File: config.mk
export PLATFORM = sky130hd
export DESIGN_NAME = reaction_timer_core
export DESIGN_NICKNAME = d
export VERILOG_FILES = /design/src/rtl/reaction_timer_core.sv
export SDC_FILE = /design/constraint.sdc
export NUM_CORES = 1
export LEC_CHECK = 0
export CAP_MARGIN = 10
export CORE_AREA = 2 2 90 92
export DETAILED_ROUTE_END_ITERATION = 8
export DIE_AREA = 0 0 92 94
export PLACE_DENSITY_LB_ADDON = 0.3
export SLEW_MARGIN = 20
export SYNTH_ARGS = -nofsm -noshare
export SYNTH_HDL_FRONTEND = slang
export SYNTH_SLANG_ARGS = --single-unit
File: constraint.sdc
create_clock -name MAX10_CLK1_50 -period 5.84 [get_ports MAX10_CLK1_50]
set_input_delay 0.584 -clock MAX10_CLK1_50 [delete_from_list [all_inputs] [get_ports MAX10_CLK1_50]]
set_output_delay 0.584 -clock MAX10_CLK1_50 [all_outputs]
set_load 0.03 [all_outputs]
File: src/rtl/reaction_timer_core.sv
// Multi-player reaction timer: random hold-off, GO lamp, millisecond BCD race,
// false-start detection and a clearable best-time register.
module reaction_timer_core #(
  parameter int CLKS_PER_MS  = 50000,
  parameter int DIGITS       = 4,
  parameter int PLAYERS      = 2,
  parameter int LFSR_W       = 11,
  parameter int MIN_DELAY_MS = 500
) (
  input  logic                  MAX10_CLK1_50,
  input  logic                  rst,
  input  logic                  start,
  input  logic [PLAYERS-1:0]    react,
  input  logic                  clear_hs,
  output logic                  go_led,
  output logic                  busy,
  output logic [4*DIGITS-1:0]   bcd_time,
  output logic [4*DIGITS-1:0]   bcd_best,
  output logic [2:0]            winner,
  output logic                  winner_valid,
  output logic                  false_start,
  output logic                  new_best
);

  localparam int PS_W    = (CLKS_PER_MS > 1) ? $clog2(CLKS_PER_MS) : 1;
  localparam int DLY_SUM = MIN_DELAY_MS + (1 << LFSR_W);
  localparam int DLY_W   = ($clog2(DLY_SUM + 1) > LFSR_W + 1) ? $clog2(DLY_SUM + 1) : LFSR_W + 1;
  localparam logic [4*DIGITS-1:0] ALL_NINES = {DIGITS{4'h9}};

  typedef enum logic [2:0] {S_IDLE, S_ARM, S_WAIT, S_GO, S_DONE, S_FOUL} state_t;

  state_t               state, state_nx;
  logic                 start_q;
  logic [PLAYERS-1:0]   react_q;
  logic                 start_edge;
  logic [PLAYERS-1:0]   react_edge;
  logic                 any_react;
  logic [2:0]           win_idx;
  logic [LFSR_W-1:0]    lfsr;
  logic [PS_W-1:0]      presc;
  logic                 tick;
  logic                 presc_clr;
  logic [DLY_W-1:0]     delay_ms;
  logic                 expire;
  logic [4*DIGITS-1:0]  bcd_inc;
  logic [DIGITS:0]      carry;
  logic                 all_nines;

  // ---------------- input edge detection ----------------
  always_ff @(posedge MAX10_CLK1_50 or posedge rst) begin
    if (rst) begin
      start_q <= 1'b0;
      react_q <= '0;
    end else begin
      start_q <= start;
      react_q <= react;
    end
  end

  assign start_edge = start & ~start_q;
  assign react_edge = react & ~react_q;
  assign any_react  = |react_edge;

  // Lowest index wins when several players press in the same cycle.
  always_comb begin
    win_idx = '0;
    for (int i = PLAYERS - 1; i >= 0; i--)
      if (react_edge[i]) win_idx = 3'(i);
  end

  // ---------------- free-running LFSR (x^11 + x^9 + 1) ----------------
  always_ff @(posedge MAX10_CLK1_50 or posedge rst) begin
    if (rst) lfsr <= LFSR_W'(1);
    else     lfsr <= {lfsr[LFSR_W-2:0], lfsr[LFSR_W-1] ^ lfsr[LFSR_W-3]};
  end

  // ---------------- millisecond prescaler ----------------
  // Restarting on WAIT/GO entry makes the first tick land exactly one ms later.
  assign presc_clr = (state_nx != state) && (state_nx == S_WAIT || state_nx == S_GO);
  assign tick      = (presc == PS_W'(CLKS_PER_MS - 1));

  always_ff @(posedge MAX10_CLK1_50 or posedge rst) begin
    if (rst)                    presc <= '0;
    else if (presc_clr || tick) presc <= '0;
    else                        presc <= presc + PS_W'(1);
  end

  // ---------------- BCD incrementer, ripple carry per digit ----------------
  assign carry[0] = 1'b1;
  for (genvar d = 0; d < DIGITS; d++) begin : g_digit
    logic [3:0] dig;
    assign dig                = bcd_time[4*d +: 4];
    assign carry[d+1]         = carry[d] & (dig == 4'd9);
    assign bcd_inc[4*d +: 4]  = carry[d] ? ((dig == 4'd9) ? 4'd0 : dig + 4'd1) : dig;
  end
  assign all_nines = carry[DIGITS];

  assign expire = tick && (delay_ms <= DLY_W'(1));

  // ---------------- FSM ----------------
  always_ff @(posedge MAX10_CLK1_50 or posedge rst) begin
    if (rst) state <= S_IDLE;
    else     state <= state_nx;
  end

  always_comb begin
    state_nx = state;
    case (state)
      S_IDLE: if (start_edge) state_nx = S_ARM;
      S_ARM:  state_nx = S_WAIT;
      S_WAIT: begin
        if (any_react)   state_nx = S_FOUL;   // press beats expiry
        else if (expire) state_nx = S_GO;
      end
      S_GO: begin
        if (any_react)              state_nx = S_DONE;
        else if (tick && all_nines) state_nx = S_DONE;
      end
      S_DONE, S_FOUL: if (start_edge) state_nx = S_ARM;
      default: state_nx = S_IDLE;
    endcase
  end

  assign go_led      = (state == S_GO);
  assign busy        = (state == S_ARM) || (state == S_WAIT) || (state == S_GO);
  assign false_start = (state == S_FOUL);

  // ---------------- round datapath ----------------
  always_ff @(posedge MAX10_CLK1_50 or posedge rst) begin
    if (rst) begin
      delay_ms     <= '0;
      bcd_time     <= '0;
      bcd_best     <= ALL_NINES;
      winner       <= '0;
      winner_valid <= 1'b0;
      new_best     <= 1'b0;
    end else begin
      new_best <= 1'b0;
      case (state)
        S_ARM: begin
          delay_ms     <= DLY_W'(MIN_DELAY_MS) + DLY_W'(lfsr);
          bcd_time     <= '0;
          winner_valid <= 1'b0;
        end
        S_WAIT: begin
          if (any_react) winner   <= win_idx;
          else if (tick) delay_ms <= delay_ms - DLY_W'(1);
        end
        S_GO: begin
          if (any_react) begin
            winner       <= win_idx;
            winner_valid <= 1'b1;
            if (bcd_time < bcd_best) begin
              bcd_best <= bcd_time;
              new_best <= 1'b1;
            end
          end else if (tick && !all_nines) begin
            bcd_time <= bcd_inc;
          end
        end
        default: ;
      endcase
      // A clear in the same cycle as a record overrides it.
      if (clear_hs) begin
        bcd_best <= ALL_NINES;
        new_best <= 1'b0;
      end
    end
  end

endmodule

# Word level (Yosys, flattened, before mapping)
# Index checks and enable logic that the tools add are counted.
# op_classes
order_cmp	2
bitwise	8
add_sub_neg	7
reduce_logical	26
mux	32
n_eq_ne	21
# ops
op	n
16-bit two-way mux	7
16-bit one-hot mux with 2 select lines	1
4-bit two-way mux	7
12-bit two-way mux	2
12-bit one-hot mux with 2 select lines	1
3-bit two-way mux	6
16-bit by 1-bit adder with 16-bit output (second input constant)	1
4-bit by 1-bit adder with 4-bit output (second input constant)	4
16-bit equality test (second input constant)	1
4-bit equality test (second input constant)	4
16-bit less-than comparator	1
9-bit by 11-bit adder with 12-bit output (first input constant)	1
3-bit by 2-bit equality test with 1-bit output (second input constant)	4
12-bit by 1-bit <= comparator with 1-bit output (second input constant)	1
3-bit one-hot mux with 4 select lines	1
4-bit AND reduction	3
12-bit by 1-bit subtractor with 12-bit output (second input constant)	1
2-bit by 1-bit != test with 1-bit output (second input constant)	5
2-bit nonzero test	5
3-bit AND reduction	3
3-bit equality test (second input constant)	2
1-bit two-way mux	6
2-bit != test (second input constant)	3
1-bit AND	4
other kinds (14)	22
# totals
reg_bits	82
input_bits	6

# Longest topological paths before layout
# logic_depth
depth_word	13
ltp_mapped	10
ltp_nobuf	8

# Least setup slack after synthesis
# OpenSTA, ideal clock, no wires.
# synth_timing
kind	register to register
startpoint	register bcd_best[7]
endpoint	register bcd_best[15]
setup_ps	82
synth_period_minus_slack_ps	2244
required_time_ps	5758
n_path_buf	1
slack_ps	3596
arrival_ps	2162
path_stages_with_launch	9
cell_sequence	dfstp_2 inv_1 ha_1 a211oi_1 o221ai_1 nand3_1 clkbuf_1 a31oi_1 a211o_1
# synth_between
elab_chain_cells	3
# synth_rtl
element	line_no	rtl
start, declared	18	output logic [4*DIGITS-1:0] bcd_best,
start signal, assigned	154	bcd_best <= bcd_time;
16-bit less-than comparator	153	if (bcd_time < bcd_best) begin
2-bit nonzero test (no line)	--	
3-bit AND reduction (no line)	--	
# No other way between the ends.
# A chain may end at the register's enable or synchronous reset.

# Final worst setup path
# layout_timing
startpoint	input react[0]
endpoint	register bcd_best[0]
# layout_between
elab_chain_cells	4
# layout_rtl
element	line_no	rtl
start, declared	13	input logic [PLAYERS-1:0] react,
2-bit AND	61	assign react_edge = react & ~react_q;
2-bit OR reduction	62	assign any_react = |react_edge;
2-bit nonzero test (no line)	--	
3-bit AND reduction (no line)	--	
# No other way between the ends.

==> results.toml <==
[worst_setup_path]
crit_required_ns = 6.11
start_kind = "primary input"
crit_chain = "clkdlybuf4s50_1 > nand2b_1 > nand2_1 > nand3_1 > a31oi_2 > and3_1 > mux2i_1"
crit_slowest_cell = "and3_1"
crit_arrival_ns = 3.32
crit_path_end_kind = "flip-flop"
path_max_fanout = 17
cpPeakStageDelay_ns = 0.71
criticalPathCategory = "primary input to flip-flop"

[place]
place_congestion = 0.865
numPortBuffers = 43
detailedPlace.worstSlack_ns = 2.50
hpwl_um = 6880
dp.cells = 587

[clocking]
clkTransAtPathRegs_ns = 0.08
clock_sinks = 80
clk_latency_ns = 0.35
cts_buffers = 9
cts_setup_buffers = 0
cts_hold_buf = 0
cts_tree = "yes"
cts_root_buffer = "clkbuf_8"
htree_levels = 3
cts_buffer_depth = 2
cts-resized-gates = 0

[synth]
synth-seq-cells = 80
synthMuxAreaShare_pct = 0.957
yosysWarnings = 0
yosysTopAreaCell = "dfrtp_1"
syn_inst = 460
postSynth.asyncResetShare_pct = 100
synth_edf_count = 0
synth-compound-area-share_pct = 16.6
ys_types = 64
synth_common_cells = "dfrtp_1, nor2_1, inv_1"
synth_xor_area_share_pct = 4.53
ys_seq_area_share_pct = 45.3
synth_top_family_by_area = "simple AND/OR/NAND/NOR gates"
synth_area_leaders = "dfrtp_1, ha_1, dfstp_2, nor2_1, inv_1"
synth-simple-area-share_pct = 20.2
syn_area_um2 = 4440
post_synth.cell_area_avg_um2 = 9.66
synth_ff_type = "dfrtp_1"
synth.top_cell.area_share_pct = 40.0
yosysMostFrequentCell = "dfrtp_1"
synth_fa_ha_area_share_pct = 7.60

[final_layout]
area_delta_synth_final_pct = 15.1
fin_util_pct = 67.3
final_layout_size_suffix_gt1_share_pct = 7.78
diodes = 0
final_cell_count_no_fill = 603
nets = 529

[drt]
firstDrtPassIters = 6
vias_per_cell = 5.96
drt_iter0_markers = 265
wirelength_um = 9700
routedWlPerCell_um = 16.1
vias = 3595
ant_nets = 0
drc = 0

[global_route]
grt_util_all_layers_pct = 24.0
grt_overflow = 0
grt_pass1_vias = 3447
grt_pass1_wl_um = 16700
grt_max_degree = 81
antenna_found_initial = 0

[sta]
fmax_mhz = 328
setup_tns_ns = 0
tightest_slew_ns = 1.01
finClkSkew_ns = 0.00714
worst_hold_slack_ns = 0.389
fin_crit_sh_pct = 52.1
period_needed_ns = 3.04
slew_violations = 0
setup_viol = 0
setup_ws_ns = 2.80
hold_violations = 0
maxSlewHeadroom_pct = 32.3
rsz0062_at_grt = "false"

[worst_hold_path]
hp-class = "flip-flop to flip-flop"

[power]
peakVddDrop_v = 0.000322
p_leak_nw = 2.25
powerDensity_nw_per_um2 = 338

[floorplanning]
die-area_um2 = 8650
io_pins = 46
die_w_um = 92
start_util_pct = 58.4
rows = 32
die_h_um = 94
coreArea_um2 = 7610

[flow_run]
maxCapViolCount = 0

[status]
status = "completed"
==> worst max-delay path, delay by kind of cell <==
kind,cells,cell delay (ns)
simple gates,4,1.36
compound gates,1,0.61
buf+inv,1,0.48
mux,1,0.28
==> metal layers <==
| metal | up-vias | track usage (%) | wire [µm] |
|---|---|---|---|
| met4 | 0 | 7.34 | 129 |
| met3 | 15 | 4.25 | 527 |
| met5 | - | 0 | 0 |
| li1 | 1727 | - | - |
| met1 | 1733 | 35.5 | 4600 |
| met2 | 120 | 36.4 | 4440 |
==> path summary, 6_finish.rpt <==
path                                                from                      end  slack [ns]  depth (start not counted)
worst max-delay path                            react[0]  bcd_best[0]$_DFFE_PP1P_        2.80                          7
worst min-delay path                   lfsr[1]$_DFF_PP0_        lfsr[2]$_DFF_PP0_        0.39                          0
worst max register to register  bcd_time[10]$_DFFE_PP0P_  bcd_best[0]$_DFFE_PP1P_        2.90                          6
worst min register to register         lfsr[1]$_DFF_PP0_        lfsr[2]$_DFF_PP0_        0.39                          0
max in group asynchronous                            rst       presc[3]$_DFF_PP0_        4.61                          3
min in group asynchronous                            rst       presc[9]$_DFF_PP0_        0.74                          3
==> state kept, by name (all words and copies together), names as in the netlist <==
signal / cells
bcd_best: 16
bcd_time: 16
delay_ms: 12
lfsr: 11
new_best: 1
presc: 16
react_q: 2
start_q: 1
state: 3
winner: 1
winner_valid: 1
==> per-stage QoR <==
stage / instance area (µm²) / total power [mW]
floorplan: 4450 / 1.17
global placement: 4920 / 1.31
detailed placement: 4920 / 1.33
CTS: 5110 / 1.73
global route: 5120 / 1.84
finish: 5120 / 1.73
==> area by class of cell <==
class | count | area, µm²
Multi-Input combinational cell | 330 | 2230
Clock buffer | 10 | 128
Fill cell | 607 | 2490
Clock inverter | 6 | 60.1
Timing Repair Buffer | 44 | 442
Tap cell | 102 | 128
Sequential cell | 80 | 2010
Inverter | 31 | 118
==> where the power goes <==
group	leakage (nW)	total [mW]	switching [mW]	internal, mW
Clock	0.0920	0.398	0.203	0.195
Combinational	1.12	0.588	0.369	0.219
Sequential	1.03	0.744	0.107	0.637
==> cell families (layout without fill, tap and decap cells) <==
| logic type | after synthesis | in the layout |
|---|---|---|
| buf+inv | 51 | 91 |
| simple gates | 164 | 164 |
| mux | 4 | 4 |
| xor+xnor | 23 | 23 |
| compound gates | 110 | 110 |
| fa+ha+maj | 27 | 27 |
| other cells | 1 | 2 |
| flops | 80 | 80 |
==> layout by cell type, fill, tap and decap left out, types with 3 or more instances in the layout <==
cell and n:
nand3_1 14, inv_1 29, a21oi_1 21, dfrtp_1 71, o21ai_0 15, clkinv_2 4
o31ai_1 15, ha_1 27, dfstp_2 9, a211o_1 8, nand3b_1 4, nor2_1 48
a211oi_1 3, clkdlybuf4s50_1 43, clkbuf_8 9, a21o_1 3, o22ai_1 3, xnor2_1 12
o21ai_1 10, and3_1 11, nand2b_1 8, nor3_1 7, a31oi_1 10, or3_1 3
xor2_1 11, nor2b_1 8, nand2_1 24, nand4_1 16, o41ai_1 3
Note: power is estimated with default switching activity, not from simulation.
